===== src/rtl/enable_sched_pkg.sv =====
// Shared definitions for the enable scheduler slice.
//   stateT       - scheduler FSM state encoding (IDLE, RUN, DONE)
//   DEF_NUM_REQ  - default number of requesters
//   DEF_PER_W    - default divider period width
//   DEF_LEN_W    - default burst-length width
//   ptrWidth()   - width of a round-robin pointer for n requesters
package enable_sched_pkg;

    typedef enum logic [1:0] {
        IDLE = 2'd0,
        RUN  = 2'd1,
        DONE = 2'd2
    } stateT;

    localparam int DEF_NUM_REQ = 4;
    localparam int DEF_PER_W   = 4;
    localparam int DEF_LEN_W   = 8;

    // A single requester still needs a 1-bit pointer to keep port widths legal.
    function automatic int ptrWidth(input int n);
        return (n > 1) ? $clog2(n) : 1;
    endfunction

endpackage


===== src/rtl/enable_scheduler_rr_arbiter.sv =====
// Combinational round-robin selector.
//   iReq   - request vector, one bit per requester
//   iPtr   - index of the highest-priority requester for this decision
//   oGrant - one-hot selected requester (zero when nothing is requested)
//   oValid - high when some requester was selected
module rr_arbiter
    import enable_sched_pkg::*;
#(
    parameter int NUM_REQ = DEF_NUM_REQ,
    parameter int PTR_W   = ptrWidth(NUM_REQ)
) (
    input  logic [NUM_REQ-1:0] iReq,
    input  logic [PTR_W-1:0]   iPtr,
    output logic [NUM_REQ-1:0] oGrant,
    output logic               oValid
);

    logic [PTR_W-1:0] idx;

    // Walk upward from the pointer with wrap-around; the first request hit wins.
    // NOTE: every variable gets a default before the loop so no latch is inferred.
    always_comb begin
        oGrant = '0;
        oValid = 1'b0;
        idx    = '0;
        for (int i = 0; i < NUM_REQ; i++) begin
            idx = PTR_W'((int'(iPtr) + i) % NUM_REQ);
            if (!oValid && iReq[idx]) begin
                oGrant[idx] = 1'b1;
                oValid      = 1'b1;
            end
        end
    end

endmodule


===== src/rtl/enable_scheduler.sv =====
// Shared enable-tick generator time-multiplexed between NUM_REQ requesters.
// A requester is picked round-robin, receives iBurstLen enable ticks spaced
// iPeriod+1 cycles apart, then a one-cycle done pulse.
//   iClk      - clock, all state on rising edge
//   iRst      - synchronous active-high reset
//   iReq      - per-requester level request, held until its oDone
//   iPeriod   - tick interval minus one, captured at grant
//   iBurstLen - number of ticks to issue, captured at grant
//   oGrant    - one-hot current owner (registered), zero when idle
//   oEnable   - one-cycle tick to the owner only
//   oDone     - one-cycle completion pulse to the owner (registered)
//   oBusy     - high whenever the FSM is not IDLE
module enable_scheduler
    import enable_sched_pkg::*;
#(
    parameter int NUM_REQ = DEF_NUM_REQ,
    parameter int PER_W   = DEF_PER_W,
    parameter int LEN_W   = DEF_LEN_W
) (
    input  logic               iClk,
    input  logic               iRst,
    input  logic [NUM_REQ-1:0] iReq,
    input  logic [PER_W-1:0]   iPeriod,
    input  logic [LEN_W-1:0]   iBurstLen,
    output logic [NUM_REQ-1:0] oGrant,
    output logic [NUM_REQ-1:0] oEnable,
    output logic [NUM_REQ-1:0] oDone,
    output logic               oBusy
);

    localparam int PTR_W = ptrWidth(NUM_REQ);

    stateT              state;
    stateT              nextState;
    logic [PTR_W-1:0]   rPtr;
    logic [PTR_W-1:0]   ptrAfter;
    logic [PER_W-1:0]   rCnt;
    logic [PER_W-1:0]   rPeriod;
    logic [LEN_W-1:0]   rRemain;
    logic [NUM_REQ-1:0] arbGrant;
    logic               arbValid;
    logic               tick;
    logic               reqHeld;
    logic               lastTick;

    rr_arbiter #(
        .NUM_REQ (NUM_REQ),
        .PTR_W   (PTR_W)
    ) uArb (
        .iReq   (iReq),
        .iPtr   (rPtr),
        .oGrant (arbGrant),
        .oValid (arbValid)
    );

    // Next-state and decoded outputs. Only the owner's request bit matters
    // while busy; other requesters wait for IDLE.
    always_comb begin
        nextState = state;
        tick      = (state == RUN) && (rCnt == rPeriod);
        reqHeld   = |(iReq & oGrant);
        lastTick  = tick && (rRemain == LEN_W'(1));
        oEnable   = tick ? oGrant : '0;
        oBusy     = (state != IDLE);
        case (state)
            IDLE: if (arbValid) nextState = (iBurstLen == '0) ? DONE : RUN;
            // A dropped request ends the burst, but a tick due this cycle still goes out.
            RUN:  if (lastTick || !reqHeld) nextState = DONE;
            DONE: nextState = IDLE;
            default: nextState = IDLE;
        endcase
    end

    // Pointer moves to the requester just after the one being released.
    always_comb begin
        ptrAfter = rPtr;
        for (int i = 0; i < NUM_REQ; i++) begin
            if (oGrant[i]) ptrAfter = PTR_W'((i + 1) % NUM_REQ);
        end
    end

    // NOTE: sequential state uses non-blocking assignments so every register
    // samples pre-edge values regardless of statement order.
    always_ff @(posedge iClk) begin
        if (iRst) begin
            state   <= IDLE;
            rPtr    <= '0;
            rCnt    <= '0;
            rRemain <= '0;
            rPeriod <= '0;
            oGrant  <= '0;
            oDone   <= '0;
        end else begin
            state <= nextState;
            oDone <= '0;
            case (state)
                IDLE: begin
                    if (arbValid) begin
                        oGrant  <= arbGrant;
                        rPeriod <= iPeriod;
                        rRemain <= iBurstLen;
                        rCnt    <= '0;
                        // Zero-length burst goes straight to DONE, so the pulse starts now.
                        if (iBurstLen == '0) oDone <= arbGrant;
                    end
                end
                RUN: begin
                    if (tick) begin
                        rCnt    <= '0;
                        rRemain <= rRemain - LEN_W'(1);
                    end else begin
                        rCnt <= rCnt + PER_W'(1);
                    end
                    if (nextState == DONE) oDone <= oGrant;
                end
                DONE: begin
                    oGrant <= '0;
                    rPtr   <= ptrAfter;
                end
                default: ;
            endcase
        end
    end

endmodule


===== config.mk =====
export PLATFORM = sky130hd
export DESIGN_NAME = enable_scheduler
export DESIGN_NICKNAME = d
export VERILOG_FILES = /design/src/rtl/enable_sched_pkg.sv /design/src/rtl/enable_scheduler_rr_arbiter.sv /design/src/rtl/enable_scheduler.sv
export SDC_FILE = /design/constraint.sdc
export NUM_CORES = 1
export LEC_CHECK = 0
export CAP_MARGIN = 30
export CORE_MARGIN = 1.5
export CORE_UTILIZATION = 35
export DETAILED_ROUTE_END_ITERATION = 16
export PLACE_DENSITY = 0.68
export SLEW_MARGIN = 25
export SYNTH_ARGS = -nofsm -noshare
export SYNTH_HDL_FRONTEND = slang
export SYNTH_SLANG_ARGS = --single-unit
export TNS_END_PERCENT = 10

===== constraint.sdc =====
create_clock -name iClk -period 6.52 [get_ports iClk]
set_clock_uncertainty 0.1 [all_clocks]
set_input_delay 1.304 -clock iClk [delete_from_list [all_inputs] [get_ports iClk]]
set_output_delay 1.304 -clock iClk [all_outputs]
set_load 0.005 [all_outputs]

### Yosys cells after proc, flatten, opt, wreduce, memory -nomap -nowiden

Index checks and enable logic that the tools add are counted.

| operators by class | value |
|---|---|
| reductions and logical operators | 26 |
| add/sub/neg operators | 5 |
| magnitude comparators | 8 |
| bitwise logic cells | 4 |
| mux-type cells | 45 |
| eq/ne operators | 7 |

Operator list:

| kind | count |
|---|---|
| two-way mux 4 bit | 11 |
| one-hot mux 4 bit (2 select lines) | 3 |
| two-way mux 8 bit | 2 |
| one-hot mux 8 bit (2 select lines) | 1 |
| two-way mux 2 bit | 7 |
| < comparator 2 x 3 -> 1 bit, second input constant | 4 |
| two-way mux 1 bit | 12 |
| bitwise OR 4 bit | 3 |
| logical AND 1 bit | 9 |
| binary-select mux 1 bit (select 2 bit) | 4 |
| demux 1 bit (select 2 bit) | 4 |
| equality test 8 x 1 -> 1 bit, second input constant | 1 |
| greater-or-equal comparator 2 x 1 -> 1 bit, second input constant | 4 |
| zero test 8 bit | 1 |
| AND reduction 2 bit | 4 |
| subtractor 8 x 1 -> 8 bit, second input constant | 1 |
| nonzero test 2 bit | 3 |
| adder 2 bit, second input constant | 2 |
| adder 4 x 1 -> 4 bit, second input constant | 1 |
| bitwise AND 4 bit | 1 |
| equality test 2 bit, second input constant | 2 |
| equality test 4 bit | 1 |
| zero test 1 bit | 4 |
| != test 2 bit, second input constant | 2 |
| 8 further kinds | 8 |

| storage, ports and cells | value |
|---|---|
| bits of input ports | 18 |
| logic and storage cells | 102 |
| output and inout bits | 13 |
| bits in registers | 28 |

### Longest topological paths before layout

Gate-level depths: netlist (run 1).

| depth | value |
|---|---|
| depth in word-level cells | 17 |
| depth in mapped cells | 8 |
| mapped depth without buffers | 7 |

### Modules after synthesis

A second synthesis (run 1) with hierarchy kept.

| second synthesis, totals | value |
|---|---|
| cells, all modules | 243 |
| area, all modules | 1974.4 µm² |

By module, submodules not included:

| module | cells each | area an instance (µm²) | seq. area each (µm²) | instances |
|---|---|---|---|---|
| enable_scheduler | 181 | 1480.2 | 560.5 | 1 |
| rr_arbiter | 62 | 494.2 | 0.0 | 1 |

### Least setup slack after synthesis (run 1)

No wires, ideal clock.

| timing | value |
|---|---|
| path kind | input -> register |
| from | input port iReq[0] |
| to | register rRemain[3] |
| stages | 5 |
| arrival | 2.515 ns |
| required time | 6.304 ns |
| buffers on the path | 0 |
| setup time | 0.116 ns |
| slack | 3.789 ns |
| path through | or4_1 o21bai_2 a21o_2 nor3_1 a31o_2 |

| on the way | value |
|---|---|
| cells in the longest elaborated chain, start to end | 14 |
| elaborated cells on any way between the ends | 20 |
| classes of those cells | 1 x eq/ne; 12 x mux; 7 x reduce/logical |

Ends and longest elaborated chain:

| what | line | text |
|---|---|---|
| from (decl) | enable_scheduler.sv:22 | `input logic [NUM_REQ-1:0] iReq,` |
| binary-select mux 1 bit (select 2 bit) | enable_scheduler_rr_arbiter.sv:28 | `if (!oValid && iReq[idx]) begin` |
| two-way mux 1 bit (implied by the code) | enable_scheduler_rr_arbiter.sv:28 |  |
| two-way mux 1 bit | enable_scheduler_rr_arbiter.sv:28 |  |
| zero test 1 bit | enable_scheduler_rr_arbiter.sv:28 |  |
| logical AND 1 bit | enable_scheduler_rr_arbiter.sv:28 |  |
| two-way mux 1 bit | enable_scheduler_rr_arbiter.sv:28 |  |
| zero test 1 bit | enable_scheduler_rr_arbiter.sv:28 |  |
| logical AND 1 bit | enable_scheduler_rr_arbiter.sv:28 |  |
| two-way mux 1 bit | enable_scheduler_rr_arbiter.sv:28 |  |
| zero test 1 bit | enable_scheduler_rr_arbiter.sv:28 |  |
| logical AND 1 bit | enable_scheduler_rr_arbiter.sv:28 |  |
| two-way mux 1 bit * | enable_scheduler_rr_arbiter.sv:28 |  |
| != test 2 bit (no source line) * | -- |  |
| AND reduction 3 bit (no source line) * | -- |  |
| to (signal assigned) | enable_scheduler.sv:101 | `rRemain <= iBurstLen;` |
| to (signal assigned) | enable_scheduler.sv:110 | `rRemain <= rRemain - LEN_W'(1);` |
| to (decl) | enable_scheduler.sv:39 | `logic [LEN_W-1:0] rRemain;` |

Every way passes the cells marked *; elsewhere a longest branch is shown, timed or not. The select of a mux whose other input is x is not followed.
A chain may end at the register's enable or synchronous reset.

### Worst setup path in the final report (run 1)

| timing | value |
|---|---|
| from | register state[0] |
| to | output port oEnable[1] |

| on the way | value |
|---|---|
| cells in the longest elaborated chain, start to end | 3 |

Ends and longest elaborated chain:

| what | line | text |
|---|---|---|
| from (decl) | enable_scheduler.sv:33 | `stateT state;` |
| from (signal assigned) | enable_scheduler.sv:94 | `state <= nextState;` |
| equality test 2 x 1 -> 1 bit | enable_scheduler.sv:60 | `tick = (state == RUN) && (rCnt == rPeriod);` |
| logical AND 1 bit | enable_scheduler.sv:60 |  |
| two-way mux 4 bit | enable_scheduler.sv:63 | `oEnable = tick ? oGrant : '0;` |
| to (decl) | enable_scheduler.sv:26 | `output logic [NUM_REQ-1:0] oEnable,` |

Every way passes these cells.

==> reports/qor.txt, run 1 <==
CTS Hold Bufs - 0
maximum capacitance violations - 0
area grow syn2layout - 23.1%
CP Class - reg2out
Setup TNS - 0 ns
Num CTS Buffers - 3
Post-Syn Area per Cell - 8.27 um^2
core area - 4820 um^2
final count of hold timing violations - 0
CTS tree - built
EDFF count, synth - 0
vias per std cell - 5.48
most common cell after layout, fill and taps aside - clkdlybuf4s50_1
post-route minimum period - 3.51 ns
Syn Inst Count - 216
Final period util - 0.539
root buf cell - clkbuf_8
vias in the first global route - 1592
ys async rst share - 0
I/O Pins - 31
Yosys warning count - 0
Antenna diodes - 0
number of setup buffers added after CTS - 0
Cell Pwr Density - 227 nW/um^2
most frequent cells in the layout - 30 x clkdlybuf4s50_1, 28 x dfxtp_1, 21 x nor2_1, 21 x nand2_1, 20 x a21oi_1
global-route wire length before repair - 7160 um
outcome - finished clean
DIE AREA - 5540 um^2
power share of the combinational group - 0.301
Fin Hold WS - 0.374 ns
post-synthesis sequential area ratio - 0.314
Via Count - 1681
routability cong. - 0.833
register bit total from synthesis - 28
Initial Util - 0.371
post_cts resized - 0
Routed WL - 4150 um
Max H-tree Level - 1
fin. max-slew vios - 0
die height - 74.4 um
Max-slew headroom - 0.364
Setup crit end kind - output port
syn nets - 244
Setup violations, final - 0
DR WL/cell - 13.5 um
IO buf count - 30
antenna violations before repair - 0
Worst-path clk slew - 0.09 ns
Reg power frac - 0.419
CP Max Fanout - 14
DRT Pass-1 Iters - 4
# rows - 25
Final nets - 269
internal power - 0.000338 W
worst hold path class - reg2reg
maximum VDD drop - 0.0853 mV
CTS max path bufs - 2
Iter 0 DRT Violations - 75
CP required - 5.12 ns
CP Data Arrival Time - 2.11 ns
die extent in x - 74.4 um
Top FF cell, synth - dfxtp_1
RSZ-0062 raised after global routing - false
Max Freq - 285 MHz
Distinct cells, synth - 50
power share of the clock group - 0.280
TritonCTS sink count - 28
# DRC - 0
sw frac - 0.321
share of cells above drive strength 1 - 0.0542
worst skew pair latency - 0.28 ns
aggregate global routing overflow - 0
Worst-Margin Slew - 0.951 ns
Mapped Area - 1790 um^2
largest net degree at the start of global routing - 26
global router's overall resource usage - 0.163
utilization after layout - 0.456
Leakage Power - 0.794 nW
DPL Wire Length - 3090 um
CP startpoint kind - register
Psw - 0.000160 W
Routed Antenna Nets - 0
-- cells by family after synthesis --
group	Yosys count	synth area share
AND/OR/NAND/NOR	87	0.251
AO/OA/AOI/OAI	65	0.254
flip-flops	28	0.314
buffers and inverters	17	0.0413
adder cells (fa/ha/maj)	10	0.0701
XOR/XNOR	6	0.0294
multiplexers	3	0.0399
-- cell usage after synthesis, types with 6 or more instances --
| master | count | share of area |
|---|---|---|
| o21ai_0 | 7 | 0.020 |
| a21oi_1 | 20 | 0.056 |
| nand2_1 | 21 | 0.044 |
| inv_1 | 6 | 0.013 |
| nor2_1 | 21 | 0.044 |
| a32oi_1 | 6 | 0.029 |
| nand3_1 | 6 | 0.017 |
| nor3_1 | 6 | 0.017 |
| dfxtp_1 | 28 | 0.31 |
| nor2b_1 | 7 | 0.025 |
| ha_1 | 10 | 0.070 |
| clkbuf_1 | 8 | 0.017 |
| xnor2_1 | 6 | 0.029 |
-- stage by stage --
step / std cells / total power, W / cell area, um^2 / setup WS, ns
after global placement: 303 / 0.000361 / 2130 / 3.08
after CTS: 307 / 0.000498 / 2200 / 3.02
after detailed placement: 303 / 0.000361 / 2130 / 3.06
final: 307 / 0.000498 / 2200 / 3.01
after floorplan: 216 / 0.000312 / 1790 / 3.79
after global routing: 307 / 0.000529 / 2200 / 2.90
-- registers in the layout (all words and copies together), names as in the netlist --
name	flops
rPeriod	4
rCnt	4
rPtr	2
oGrant	4
oDone	4
state	2
rRemain	8
-- final cells by class --
class,instances,area [um^2]
fill,480,2620
multi-input combinational,171,1150
sequential,28,561
timing repair buffer,31,308
tap,67,83.8
clock buffer,3,41.3
clock inverter,1,30.0
inverter,6,22.5
-- power by group through the flow --
| stage | Combinational [W] | Clock (W) | Sequential [W] |
|---|---|---|---|
| finish | 0.000150 | 0.000139 | 0.000209 |
| global placement | 0.000148 | 0 | 0.000213 |
| floorplan | 0.000108 | 0 | 0.000205 |
| detailed placement | 0.000148 | 0 | 0.000212 |
| global route | 0.000171 | 0.000147 | 0.000212 |
| CTS | 0.000149 | 0.000140 | 0.000208 |
-- worst max-delay path: stages, from the launching register on --
cell	delay (ns)
dfxtp_1	0.52
nor2b_1	0.37
buf_4	0.28
and3_1	0.18
clkdlybuf4s50_1	0.49
-- path summary, 6_finish.rpt --
kind	end	startpoint	slack (ns)	cells past startpoint
worst max-delay path	oEnable[1]	state[0]	3.01	4
worst min-delay path	rRemain[1]	rRemain[1]	0.37	2
worst max register to register	oGrant[3]	rPtr[0]	3.77	7
worst min register to register	rRemain[1]	rRemain[1]	0.37	2
-- layer usage --
layer  part of all wire  vias up  GRT usage
li1                   -      858          -
met2               0.45       40      0.262
met5                  0        -          0
met4             0.0043        0     0.0485
met3              0.047        3     0.0339
met1               0.50      780      0.222
Power figures use the tool's default switching activity.
==> run 2, diff against run 1 <==
PLACE_DENSITY = 0.7   (was 0.68)
clock period = 2.91 ns   (was 6.52 ns; I/O delays follow)
==> reports/qor.txt, run 2 (synthesis gave the netlist of run 1 again) <==
CP max stage delay - 0.50 ns
CP Class - reg2out
outcome - finished clean
gr busiest metal - met2
R2R cell count - 7
CTS max path bufs - 2
FF-to-FF Start - rPtr[0]
share of cells above drive strength 1 - 0.0697
Critical Path Stages - 4
largest net degree at the start of global routing - 17
Worst-path clk slew - 0.10 ns
DR WL/cell - 14.3 um
Iter 0 DRT Violations - 139
Cell Pwr Density - 501 nW/um^2
area post-placement - 2160 um^2
Setup WS post-layout - 0.217 ns
antenna violations before repair - 0
Routed Antenna Nets - 0
core area - 4820 um^2
aggregate global routing overflow - 0
Routed WL - 4440 um
most frequent cells in the layout - 30 x clkdlybuf4s50_1, 28 x dfxtp_1, 21 x nor2_1, 21 x nand2_1, 20 x a21oi_1
CTS tree - built
design area - 2230 um^2
Max H-tree Level - 1
met1 GRT Util - 0.248
Filler cells - 510
Via Count - 1729
die extent in x - 74.4 um
Initial Util - 0.371
power share of the clock group - 0.271
cell depth of the worst hold path - 2
Crit path buffers/inverters - 1
die height - 74.4 um
Reg power frac - 0.417
Max Freq - 371 MHz
CP Max Fanout - 7
Final period util - 0.925
largest register by flop count - rRemain
power share of the combinational group - 0.311
Antenna diodes - 0
vias per std cell - 5.56
# DRC - 0
number of setup buffers added after CTS - 0
Num CTS Buffers - 3
Setup crit end kind - output port
post_cts resized - 0
area grow syn2layout - 24.7%
Worst path slowest cell - clkdlybuf4s50_1
CP Data Arrival Time - 2.01 ns
I/O Pins - 31
global router's overall resource usage - 0.166
pre-CTS setup slack - 0.0903 ns
maximum VDD drop - 0.221 mV
Worst-Margin Slew - 0.690 ns
CP Capture Point - oEnable[3]
global-route wire length before repair - 7250 um
final count of hold timing violations - 0
utilization after layout - 0.462
RSZ-0062 raised after global routing - false
Final nets - 273
worst skew pair latency - 0.27 ns
DRT Pass-1 Iters - 4
IO buf count - 30
CP startpoint kind - register
TritonCTS sink count - 28
Psw - 0.000355 W
maximum capacitance violations - 0
worst reg2reg path endpoint - oGrant[2]
worst hold path class - reg2reg
Setup violations, final - 0
post-route minimum period - 2.69 ns
# rows - 25
root buf cell - clkbuf_8
R2R Setup Slk - 0.50 ns
DPL Wire Length - 3340 um
sw frac - 0.318
routability cong. - 0.851
internal power - 0.000762 W
vias in the first global route - 1506
fin. max-slew vios - 0
M2 GR Usage - 0.258
Max-slew headroom - 0.540
DIE AREA - 5540 um^2
most common cell after layout, fill and taps aside - clkdlybuf4s50_1
CP required - 2.23 ns
Leakage Power - 0.814 nW
CP startpoint - rCnt[0]
met3 GRT Util - 0.0190
max reg flops - 8
CTS Hold Bufs - 0
Fin Hold WS - 0.379 ns
critical-path cell list - xnor2_1 -> and4_1 -> and3_1 -> clkdlybuf4s50_1
Setup TNS - 0 ns
family with the most delay on the worst path - simple AND/OR/NAND/NOR gates
-- run 2: cell type report --
type | instances | area [um^2] | area share
tap | 67 | 83.8 | 0.0376
clock inverter | 1 | 30.0 | 0.0135
timing repair buffer | 35 | 338 | 0.152
sequential | 28 | 561 | 0.252
clock buffer | 3 | 41.3 | 0.0185
inverter | 6 | 22.5 | 0.0101
multi-input combinational | 171 | 1150 | 0.517
-- run 2: metrics by stage --
stage	std cells	total power, W
2_1_floorplan	216	0.000700
3_3_place_gp	307	0.000813
3_5_place_dp	307	0.000819
4_1_cts	311	0.00112
5_1_grt	311	0.00119
6_report	311	0.00112
-- run 2: power by group through the flow --
stage / logic (W) / registers, W / clock network (W)
after global routing: 0.000388 / 0.000474 / 0.000331
after floorplan: 0.000241 / 0.000459 / 0
after CTS: 0.000347 / 0.000465 / 0.000311
after global placement: 0.000340 / 0.000472 / 0
final: 0.000348 / 0.000466 / 0.000303
after detailed placement: 0.000346 / 0.000473 / 0
-- run 2: worst register-to-register path: stages, from the launching register on --
cell and delay, ns:
dfxtp_1 0.34, inv_1 0.11, ha_1 0.40, mux4_2 0.61, nor2b_4 0.18, a221oi_1 0.10
or3_1 0.36, a21oi_1 0.14
-- run 2: metal layers --
| metal | part of all wire | vias to the layer above |
|---|---|---|
| met2 | 0.46 | 54 |
| met3 | 0.050 | 4 |
| met1 | 0.48 | 808 |
| li1 | - | 863 |
| met5 | 0 | - |
| met4 | 0.0099 | 0 |
-- run 2: how the worst min path moves through the flow --
stage | to | startpoint
3_3_place_gp | rPeriod[3] | rPeriod[3]
5_1_grt | rPeriod[0] | rPeriod[0]
3_5_place_dp | rPeriod[0] | rPeriod[0]
2_1_floorplan | rRemain[1] | rRemain[1]
4_1_cts | rPeriod[0] | rPeriod[0]
6_report | rPeriod[0] | rPeriod[0]
